`config.mk`:
```
export PLATFORM = sky130hd
export DESIGN_NAME = div_unit
export DESIGN_NICKNAME = d
export VERILOG_FILES = /design/src/rtl/div_pkg.sv /design/src/rtl/div_step.sv /design/src/rtl/div_unit.sv
export SDC_FILE = /design/constraint.sdc
export NUM_CORES = 1
export LEC_CHECK = 0
export BUFFER_PORTS_ARGS = -buffer_cell sky130_fd_sc_hd__buf_2
export CAP_MARGIN = 20
export CORE_UTILIZATION = 63
export CTS_BUF_LIST = sky130_fd_sc_hd__clkbuf_4 sky130_fd_sc_hd__clkbuf_8 sky130_fd_sc_hd__clkbuf_16
export CTS_CLUSTER_DIAMETER = 60
export DETAILED_ROUTE_END_ITERATION = 16
export GPL_ROUTABILITY_DRIVEN = 1
export PLACE_DENSITY = 0.87
export SLEW_MARGIN = 40
export SYNTH_ARGS = -nofsm -noshare
export SYNTH_HDL_FRONTEND = slang
export SYNTH_SLANG_ARGS = --single-unit
```
`constraint.sdc`:
```
create_clock -name clock -period 5.55 [get_ports clock]
set_clock_uncertainty 0.05 [all_clocks]
set_input_delay 0.8325 -clock clock [delete_from_list [all_inputs] [get_ports clock]]
set_output_delay 0.8325 -clock clock [all_outputs]
set_load 0.01 [all_outputs]
```
`src/rtl/div_pkg.sv`:
```
// Shared definitions for the sequential signed divider.
// Optional feature macro: DIV_ZERO_EXC_EN (zero divisor exits early with DivZero).
package div_pkg;

  localparam int DIV_WIDTH = 32;
  localparam int DIV_ITERS = 32;

  typedef enum logic [2:0] {
    IDLE = 3'd0,
    LOAD = 3'd1,
    RUN  = 3'd2,
    FIX  = 3'd3,
    DONE = 3'd4
  } div_state_e;

  // Two's complement negate when n is set; magnitude of 0x80000000 stays 0x80000000.
  function automatic logic [DIV_WIDTH-1:0] cond_neg(input logic [DIV_WIDTH-1:0] x,
                                                     input logic n);
    return n ? (~x + 1'b1) : x;
  endfunction

endpackage

```
`src/rtl/div_step.sv`:
```
// One unsigned restoring-division iteration (purely combinational).
// Macro DIV_ZERO_EXC_EN has no effect here.
module div_step #(
  parameter int W = 32
) (
  input  logic [W-1:0] i_rem,
  input  logic [W-1:0] i_quo,
  input  logic [W-1:0] i_div,
  output logic [W-1:0] o_rem,
  output logic [W-1:0] o_quo
);

  logic [W:0]   w_shift;
  logic [W-1:0] w_diff;
  logic         w_ge;

  // Shift {rem,quo} left, trial-subtract; the partial remainder needs one extra
  // bit for the compare, but a successful subtraction always fits in W bits.
  always_comb begin
    w_shift = {i_rem, i_quo[W-1]};
    w_ge    = (w_shift >= {1'b0, i_div});
    w_diff  = w_shift[W-1:0] - i_div;
    o_rem   = w_ge ? w_diff : w_shift[W-1:0];
    o_quo   = {i_quo[W-2:0], w_ge};
  end

endmodule

```
`src/rtl/div_unit.sv`:
```
// Multi-cycle signed divider (MIPS DIV semantics): quotient to LO, remainder to HI.
// Sequence: IDLE -> LOAD -> RUN x32 -> FIX -> DONE; DivCtrl low aborts or releases.
// Macro DIV_ZERO_EXC_EN: when defined, a zero divisor goes LOAD -> DONE with DivZero=1;
// when undefined, DivZero is tied low and the datapath runs unmodified.
module div_unit
  import div_pkg::*;
#(
  parameter int WIDTH = DIV_WIDTH
) (
  input  logic             clock,
  input  logic             reset,
  input  logic [WIDTH-1:0] RegAOut,
  input  logic [WIDTH-1:0] RegBOut,
  input  logic             DivCtrl,
  output logic             DivDone,
  output logic             DivZero,
  output logic [WIDTH-1:0] DivHIOut,
  output logic [WIDTH-1:0] DivLOOut,
  output logic [5:0]       counter
);

  div_state_e       r_state, w_next;
  logic [WIDTH-1:0] r_rem, r_quo, r_div;
  logic             r_sa, r_sb;
  logic [5:0]       r_cnt;
  logic [WIDTH-1:0] r_hi, r_lo;
  logic             r_done;
  logic [WIDTH-1:0] w_rem_nx, w_quo_nx;
  logic             w_last;

`ifdef DIV_ZERO_EXC_EN
  logic             r_zero;
  logic             w_div_zero;
  assign w_div_zero = (r_div == '0);
  assign DivZero    = r_zero;
`else
  assign DivZero    = 1'b0;
`endif

  assign w_last   = (r_cnt == 6'(DIV_ITERS - 1));
  assign DivDone  = r_done;
  assign DivHIOut = r_hi;
  assign DivLOOut = r_lo;
  assign counter  = r_cnt;

  div_step #(.W(WIDTH)) u_step (
    .i_rem (r_rem),
    .i_quo (r_quo),
    .i_div (r_div),
    .o_rem (w_rem_nx),
    .o_quo (w_quo_nx)
  );

  // State register; reset wins over everything.
  always_ff @(posedge clock) begin
    if (reset) r_state <= IDLE;
    else       r_state <= w_next;
  end

  // Next state; DivCtrl low anywhere past IDLE returns to IDLE.
  always_comb begin
    w_next = r_state;
    case (r_state)
      IDLE: if (DivCtrl) w_next = LOAD;
      LOAD: begin
        if (!DivCtrl) w_next = IDLE;
`ifdef DIV_ZERO_EXC_EN
        else if (w_div_zero) w_next = DONE;
`endif
        else w_next = RUN;
      end
      RUN: begin
        if (!DivCtrl)    w_next = IDLE;
        else if (w_last) w_next = FIX;
      end
      FIX:  w_next = DivCtrl ? DONE : IDLE;
      DONE: if (!DivCtrl) w_next = IDLE;
      default: w_next = IDLE;
    endcase
  end

  // Datapath: capture magnitudes and signs, iterate, sign-fix into HI/LO.
  always_ff @(posedge clock) begin
    if (reset) begin
      r_rem  <= '0;
      r_quo  <= '0;
      r_div  <= '0;
      r_sa   <= 1'b0;
      r_sb   <= 1'b0;
      r_cnt  <= '0;
      r_hi   <= '0;
      r_lo   <= '0;
      r_done <= 1'b0;
`ifdef DIV_ZERO_EXC_EN
      r_zero <= 1'b0;
`endif
    end else begin
      case (r_state)
        IDLE: begin
          if (DivCtrl) begin
            r_sa  <= RegAOut[WIDTH-1];
            r_sb  <= RegBOut[WIDTH-1];
            r_quo <= cond_neg(RegAOut, RegAOut[WIDTH-1]);
            r_div <= cond_neg(RegBOut, RegBOut[WIDTH-1]);
            r_rem <= '0;
            r_cnt <= '0;
          end
        end
        LOAD: begin
`ifdef DIV_ZERO_EXC_EN
          if (DivCtrl && w_div_zero) begin
            r_done <= 1'b1;
            r_zero <= 1'b1;
          end
`endif
        end
        RUN: begin
          if (DivCtrl) begin
            r_rem <= w_rem_nx;
            r_quo <= w_quo_nx;
            r_cnt <= r_cnt + 6'd1;
          end
        end
        FIX: begin
          if (DivCtrl) begin
            r_lo   <= cond_neg(r_quo, r_sa ^ r_sb);
            r_hi   <= cond_neg(r_rem, r_sa);
            r_done <= 1'b1;
          end
        end
        DONE: begin
          if (!DivCtrl) begin
            r_done <= 1'b0;
`ifdef DIV_ZERO_EXC_EN
            r_zero <= 1'b0;
`endif
          end
        end
        default: ;
      endcase
    end
  end

endmodule

```
== After elaboration in Yosys (flattened, before gate mapping) ==
Cells that the tools add are included.
Cells by class
  add/sub/neg operators: 6
  magnitude comparators: 1
  equality and inequality tests: 10
  muxes and demuxes: 24
  bitwise gates (word level): 5
  reductions and logical operators: 8
Operators by type and width (count)
  $mux W32: 9
  $add A32 B1 Y32 const B: 4
  $not A32 Y32: 4
  $pmux W32 S2: 2
  $ge A33 B32 Y1: 1
  $sub A32 B32 Y32: 1
  $mux W3: 5
  $pmux W3 S5: 1
  $mux W6: 2
  $pmux W6 S2: 1
  $reduce_and A3 Y1: 3
  $ne A2 B2 Y1 const B: 4
  $add A6 B1 Y6 const B: 1
  $eq A3 B2 Y1 const B: 2
  $eq A6 B5 Y1 const B: 1
  $reduce_and A2 Y1: 2
  $reduce_bool A2 Y1: 2
  $eq A3 B1 Y1 const B: 1
  $eq A3 B3 Y1 const B: 1
  $logic_not A3 Y1: 1
  $ne A3 B3 Y1 const B: 1
  $mux W1: 2
  $mux W2: 1
  $pmux W1 S2: 1
  $xor A1 B1 Y1: 1
Word-level totals
  flip-flop bits (word level): 172
  word-level logic and storage cells: 64

== Depth between registers and ports, before layout ==
Gate-level depths: netlist of run 1.
  word-level depth: 5
  mapped depth: 14
  gate-level depth less buffers: 13

== By module ==
A second synthesis of run 1 with hierarchy kept.
Second synthesis, totals
  cells, all modules: 1463
  area total of the unflattened synthesis: 11712.5 um^2
By module, submodules not included
  div_unit: instances 1, cells each 1098, area each 9046.2 um^2
  div_step: instances 1, cells each 365, area each 2666.3 um^2

== Worst setup path after synthesis of run 1 ==
OpenSTA, ideal clock, no wires.
  kind: reg2reg
  from: register r_rem[6]
  to: register r_hi[31] (netlist: DivHIOut[31])
  data arrival time: 3.257 ns
  path slack: 2.158 ns
  cell stages (with the launch flop): 10
  path buffers: 0
  period minus slack after synthesis: 3.392 ns
  cells stage by stage: dfxtp_1 -> or3_1 -> or3_1 -> or4_4 -> or3_4 -> or3_4 -> or4_4 -> o41ai_2 -> xor2_1 -> a211oi_1
On the way
  word-level cells in the longest chain between the ends: 3
Ends and longest elaborated chain
  start, declared: RTL line div_unit.sv:23  | logic [WIDTH-1:0] r_rem, r_quo, r_div;
  start signal, assigned: RTL line div_unit.sv:119  | r_rem <= w_rem_nx;
  $not A32 Y32: RTL line div_pkg.sv:19  | return n ? (~x + 1'b1) : x;
  $add A32 B1 Y32: RTL line div_pkg.sv:19
  $mux W32: RTL line div_pkg.sv:19
  end signal, assigned: RTL line div_unit.sv:127  | r_hi <= cond_neg(r_rem, r_sa);
  end, declared: RTL line div_unit.sv:26  | logic [WIDTH-1:0] r_hi, r_lo;
No other way between the ends.
A chain may end at the register's enable or synchronous reset.

== Final worst setup path of run 1 ==
Ends and elaborated chain as after synthesis.

==> impl_metrics.env, run 1 <==
export IMPL_status="completed"
export IMPL_grt_first_pass_wirelength_mm=44.2
export IMPL_drive_gt1_frac=0.137
export IMPL_synth_edf_count=0
export IMPL_cts_sinks=172
export IMPL_insertedDiodeCount=0
export IMPL_setup_tns_ns=0
export IMPL_syn2layout_area_growth_pct=13.1
export IMPL_yosysWarnings=0
export IMPL_vias_per_cell=6.14
export IMPL_ys_seq_area_frac=0.326
export IMPL_die_w_um=131
export IMPL_dp_cells=1635
export IMPL_dieArea_mm2=0.0173
export IMPL_netlist_top_cells_area="dfxtp_1, xor2_1, a211oi_1"
export IMPL_max_cap_violations=0
export IMPL_synth_avg_cell_area_um2=7.75
export IMPL_clock_fmax_ghz=0.276
export IMPL_whs_ns=0.400
export IMPL_hold_buffers=0
export IMPL_drtIter0Drc=1201
export IMPL_dr_max_layer_used="met4"
export IMPL_required_ns=5.84
export IMPL_core_mm2=0.0161
export IMPL_firstDrtPassIters=5
export IMPL_p_sw_frac=0.287
export IMPL_detailroute_via_count=10200
export IMPL_relSlewSlack=0.444
export IMPL_dieHeight_um=131
export IMPL_internal_power_mw=2.20
export IMPL_met2WireLength_mm=11.2
export IMPL_wl_met3_mm=2.56
export IMPL_groute_usage_overall=0.309
export IMPL_finalCriticalPeriod_ns=3.63
export IMPL_final_cells=1667
export IMPL_cts_resized=0
export IMPL_start_util=0.655
export IMPL_finalNetCount=1543
export IMPL_worstHoldPathCells=2
export IMPL_yosys_area_top_type="dfxtp_1"
export IMPL_ys_types=50
export IMPL_final_cell_mix="dfxtp_1, nand2_1, nor2_1, buf_2, a21oi_1"
export IMPL_period_share=0.654
export IMPL_cts_tree="built"
export IMPL_boundaryPins=139
export IMPL_drc=0
export IMPL_p_switching_uw=888
export IMPL_clock_latency_ns=0.44
export IMPL_final_max_slew_violation_count=0
export IMPL_worst_pin_slew_ns=0.834
export IMPL_syn_num_nets=1466
export IMPL_r2r_cells=9
export IMPL_grt_remaining_overflow=0
export IMPL_gp_congestion=0.980
export IMPL_critPathArrivalTime_ns=3.92
export IMPL_cts_buffer_depth=2
export IMPL_postLayoutCoreUtil=0.740
export IMPL_clkPwrFrac=0.401
export IMPL_grt_max_degree=109
export IMPL_path_clk_slew_ns=0.07
export IMPL_port_buffers=137
export IMPL_met1_length_mm=12.5
export IMPL_drtAntennaViolNets=0
export IMPL_dp_hpwl_mm=19.3
export IMPL_rsz0062_at_grt="no"
export IMPL_peakVddDrop_uv=237
export IMPL_root_buffer="clkbuf_16"
export IMPL_hp_class="flop to flop"
export IMPL_wl_per_cell_um=15.9
export IMPL_post_cts_buffers=0
export IMPL_routed_wirelength_mm=26.6
export IMPL_leakagePower_nw=4.79
export IMPL_startpoint_type="flop"
export IMPL_syn_area_mm2=0.0105
export IMPL_antenna_found_initial=0
export IMPL_pwr_share_comb=0.168
export IMPL_p_per_area_mw_per_mm2=259
export IMPL_seqPwrFrac=0.430
export IMPL_ys_dominant_reg_cell="dfxtp_1"
export IMPL_ys_ff_latch=172
export IMPL_cts_buffers_inserted=17
export IMPL_layout_commonest_cell="dfxtp_1"
export IMPL_criticalPathCategory="flop to flop"
export IMPL_htreeDepth=4
export IMPL_async_flop_share=0
export IMPL_crit_fanout=7
export IMPL_finalSetupViolations=0
export IMPL_hold_viol_final=0
export IMPL_rows=46
export IMPL_synthCells=1361
export IMPL_synth_top_area_frac=0.326
export IMPL_grt_pass1_vias=8968
export IMPL_crit_path_end_kind="flop"
-- sequential cells by signal, summed over array words and instances (netlist names) --
register / cells
DivDone: 1
DivHIOut: 32
DivLOOut: 32
counter: 6
r_div: 32
r_quo: 32
r_rem: 32
r_sa: 1
r_sb: 1
r_state: 3
-- per-layer routing --
metal  GRT usage  vias up
met1       0.459     4669
met3      0.0521       25
met5           0        -
met2       0.460      469
met4      0.0801        0
li1            -     5078
-- path summary, 6_finish.rpt --
kind	to	slack, ns	start
setup / recovery	DivHIOut[31]$_SDFFE_PP0P_	1.92	r_rem[6]$_SDFFE_PP0P_
hold / removal	DivHIOut[20]$_SDFFE_PP0P_	0.40	DivHIOut[20]$_SDFFE_PP0P_
setup reg to reg	DivHIOut[31]$_SDFFE_PP0P_	1.92	r_rem[6]$_SDFFE_PP0P_
hold reg to reg	DivHIOut[20]$_SDFFE_PP0P_	0.40	DivHIOut[20]$_SDFFE_PP0P_
-- synth_stat cells, types with 14 or more instances --
cell type,instances
o221ai_1,29
inv_1,49
xnor2_1,67
o41ai_1,17
xor2_1,73
clkbuf_1,84
o31ai_1,28
or3_1,20
dfxtp_1,172
o21ai_0,89
a21oi_1,110
a32oi_1,14
a211oi_1,85
nor2_1,147
ha_1,37
nor3_1,22
nand2_1,154
-- through the flow --
| stage | setup slack (ns) | power, mW | cell area, um2 |
|---|---|---|---|
| global placement | 1.91 | 1.85 | 11200 |
| floorplan | 2.16 | 1.72 | 10500 |
| CTS | 1.91 | 3.09 | 11900 |
| detailed placement | 1.89 | 1.86 | 11300 |
| global route | 1.79 | 3.22 | 11900 |
| finish | 1.92 | 3.09 | 11900 |
-- worst max-delay path: stages, from the launching register on --
cell	delay, ns
dfxtp_1	0.38
or3_1	0.42
or3_1	0.37
or4_4	0.51
or3_4	0.41
or3_4	0.39
or4_4	0.44
o41ai_2	0.25
xor2_1	0.11
a211oi_1	0.23
-- logic make-up after synthesis --
family          synth area share
simple gates               0.190
mux                      0.00854
buf+inv                   0.0495
xor+xnor                   0.116
fa+ha+maj                 0.0458
other cells             0.000356
flops                      0.326
compound gates             0.263
-- area by class of cell --
class,count,area [um2]
clock buffers,18,433
clock inverters,14,188
fillers,1259,4180
inverters,49,184
multi-input cells,1051,6620
flip-flops and latches,172,3440
well taps,216,270
repair buffers,147,800
-- power by group through the flow --
| stage | logic, mW | registers, mW | clock network, mW |
|---|---|---|---|
| after floorplan | 0.385 | 1.34 | 0 |
| after global placement | 0.496 | 1.35 | 0 |
| after detailed placement | 0.507 | 1.36 | 0 |
| after CTS | 0.512 | 1.33 | 1.25 |
| after global routing | 0.577 | 1.34 | 1.31 |
| final | 0.521 | 1.33 | 1.24 |
No activity file was read; power rests on OpenSTA's default activity.
==> run 2: changes to the inputs <==
Settings changed: CORE_UTILIZATION 63 to 59, PLACE_DENSITY 0.87 to 0.82.
Clock period 5.55 ns to 3.6 ns, I/O delays scaled along.
==> run 2 against run 1 <==
Compared with the run above: register-to-register slack got worse by 1.8 ns; largest power group unchanged; clock-buffer cell count rose by 1; critical endpoint unchanged; setup slack got worse by 1.8 ns.
==> impl_metrics.env, run 2 (synthesis results as in run 1) <==
export IMPL_fillers=1448
export IMPL_antenna_found_initial=0
export IMPL_grt_remaining_overflow=0
export IMPL_start_util=0.608
export IMPL_cts_resized=0
export IMPL_insertedDiodeCount=0
export IMPL_die_w_um=136
export IMPL_clock_latency_ns=0.43
export IMPL_r2r_setup_slack_ns=0.13
export IMPL_syn2layout_area_growth_pct=14.1
export IMPL_dieHeight_um=136
export IMPL_cts_buffers_inserted=17
export IMPL_cp_slowest_cell="or4_4"
export IMPL_gp_congestion=0.955
export IMPL_finalCriticalPeriod_ns=3.47
export IMPL_slowest_delay_ns=0.51
export IMPL_worst_pin_slew_ns=0.828
export IMPL_crit_path_cell_trace="or3_1 -> or3_4 -> or4_4 -> or3_4 -> or3_4 -> or4_4 -> o41ai_4 -> xor2_1 -> a211oi_2"
export IMPL_drc=0
export IMPL_timing_critical_path_buf_inv=0
export IMPL_regToRegStartpoint="r_rem[6]$_SDFFE_PP0P_"
export IMPL_boundaryPins=139
export IMPL_drive_gt1_frac=0.146
export IMPL_hold_viol_final=0
export IMPL_final_max_slew_violation_count=0
export IMPL_groute_usage_overall=0.285
export IMPL_dieArea_mm2=0.0184
export IMPL_rows=48
export IMPL_path_clk_slew_ns=0.07
export IMPL_setup_ws_ns=0.129
export IMPL_hp_class="input pin to flop"
export IMPL_hp_start="RegBOut[0]"
export IMPL_postPlaceCellArea_mm2=0.0114
export IMPL_r2r_cells=9
export IMPL_drtAntennaViolNets=0
export IMPL_peakVddDrop_uv=358
export IMPL_finalNetCount=1558
export IMPL_clock_fmax_ghz=0.288
export IMPL_max_cap_violations=0
export IMPL_cts_sinks=172
export IMPL_p_per_area_mw_per_mm2=395
export IMPL_cp_top_family="simple AND/OR/NAND/NOR gates"
export IMPL_dp_hpwl_mm=19.4
export IMPL_grt_pass1_vias=8571
export IMPL_post_place_ws_ns=0.137
export IMPL_detailroute_via_count=10200
export IMPL_core_mm2=0.0174
export IMPL_rsz0062_at_grt="no"
export IMPL_hold_buffers=0
export IMPL_firstDrtPassIters=7
export IMPL_drtIter0Drc=967
export IMPL_required_ns=3.84
export IMPL_grt_max_degree=79
export IMPL_cts_buffer_depth=2
export IMPL_leakagePower_nw=4.87
export IMPL_r2r_end="DivHIOut[31]$_SDFFE_PP0P_"
export IMPL_post_cts_buffers=0
export IMPL_setup_tns_ns=0
export IMPL_critPathArrivalTime_ns=3.71
export IMPL_grt_first_pass_wirelength_mm=42.4
export IMPL_crit_path_end_kind="flop"
export IMPL_worstHoldPathCells=3
export IMPL_startpoint_type="flop"
export IMPL_cts_tree="built"
export IMPL_holdPathEnd="r_div[0]$_SDFFE_PP0P_"
export IMPL_cpMostUsedCell="or3_4"
export IMPL_period_share=0.964
export IMPL_port_buffers=137
export IMPL_htreeDepth=4
export IMPL_routed_wirelength_mm=26.5
export IMPL_final_area_mm2=0.0120
export IMPL_criticalPathCategory="flop to flop"
export IMPL_wl_per_cell_um=15.6
export IMPL_vias_per_cell=6.02
export IMPL_layout_commonest_cell="dfxtp_1"
export IMPL_finalSetupViolations=0
export IMPL_relSlewSlack=0.448
export IMPL_final_cell_mix="dfxtp_1, nand2_1, nor2_1, buf_2, a21oi_1"
export IMPL_root_buffer="clkbuf_16"
export IMPL_status="completed"
export IMPL_crit_fanout=4
## run 2: metal layers
| layer | part of all wire | vias to the layer above | track usage |
|---|---|---|---|
| met5 | 0 | - | 0 |
| met4 | 0.010 | 0 | 0.0730 |
| met3 | 0.089 | 23 | 0.0419 |
| met2 | 0.42 | 402 | 0.409 |
| met1 | 0.48 | 4639 | 0.439 |
| li1 | - | 5112 | - |
## run 2: area by class of cell
class                   instances  area (um2)  area share
repair buffers                162         888      0.0738
clock buffers                  19         453      0.0376
clock inverters                13         156      0.0130
flip-flops and latches        172        3440       0.286
multi-input cells            1051        6630       0.551
inverters                      49         184      0.0153
well taps                     225         282      0.0234
## run 2: where the power goes
group	switching (mW)	total, mW	internal [mW]
Sequential	0.0784	2.05	1.97
Clock	0.823	1.90	1.08
Combinational	0.488	0.805	0.318
## run 2: how the worst max path moves through the flow
stage | cells past startpoint | slack (ns) | to | startpoint
floorplan | 9 | 0.21 | DivHIOut[31]$_SDFFE_PP0P_ | r_rem[6]$_SDFFE_PP0P_
global placement | 9 | 0.18 | DivHIOut[31]$_SDFFE_PP0P_ | r_rem[6]$_SDFFE_PP0P_
detailed placement | 9 | 0.14 | DivHIOut[31]$_SDFFE_PP0P_ | r_rem[8]$_SDFFE_PP0P_
CTS | 9 | 0.09 | DivHIOut[31]$_SDFFE_PP0P_ | r_rem[8]$_SDFFE_PP0P_
global route | 9 | 0.03 | DivHIOut[29]$_SDFFE_PP0P_ | r_rem[6]$_SDFFE_PP0P_
finish | 9 | 0.13 | DivHIOut[31]$_SDFFE_PP0P_ | r_rem[6]$_SDFFE_PP0P_
## run 2: worst min-delay path, delay by kind of cell
kind / cells / cell delay, ns
simple gates: 1 / 0.05
compound gates: 1 / 0.05
buf+inv: 1 / 0.12
## run 2: metrics by stage
step	util	hold slack [ns]	instances	power, mW
floorplan	-	0.382	1361	2.65
global placement	0.657	0.386	1659	2.85
detailed placement	0.657	0.391	1659	2.88
CTS	0.692	0.325	1691	4.75
global route	0.693	0.339	1691	4.94
finish	0.693	0.327	1691	4.76
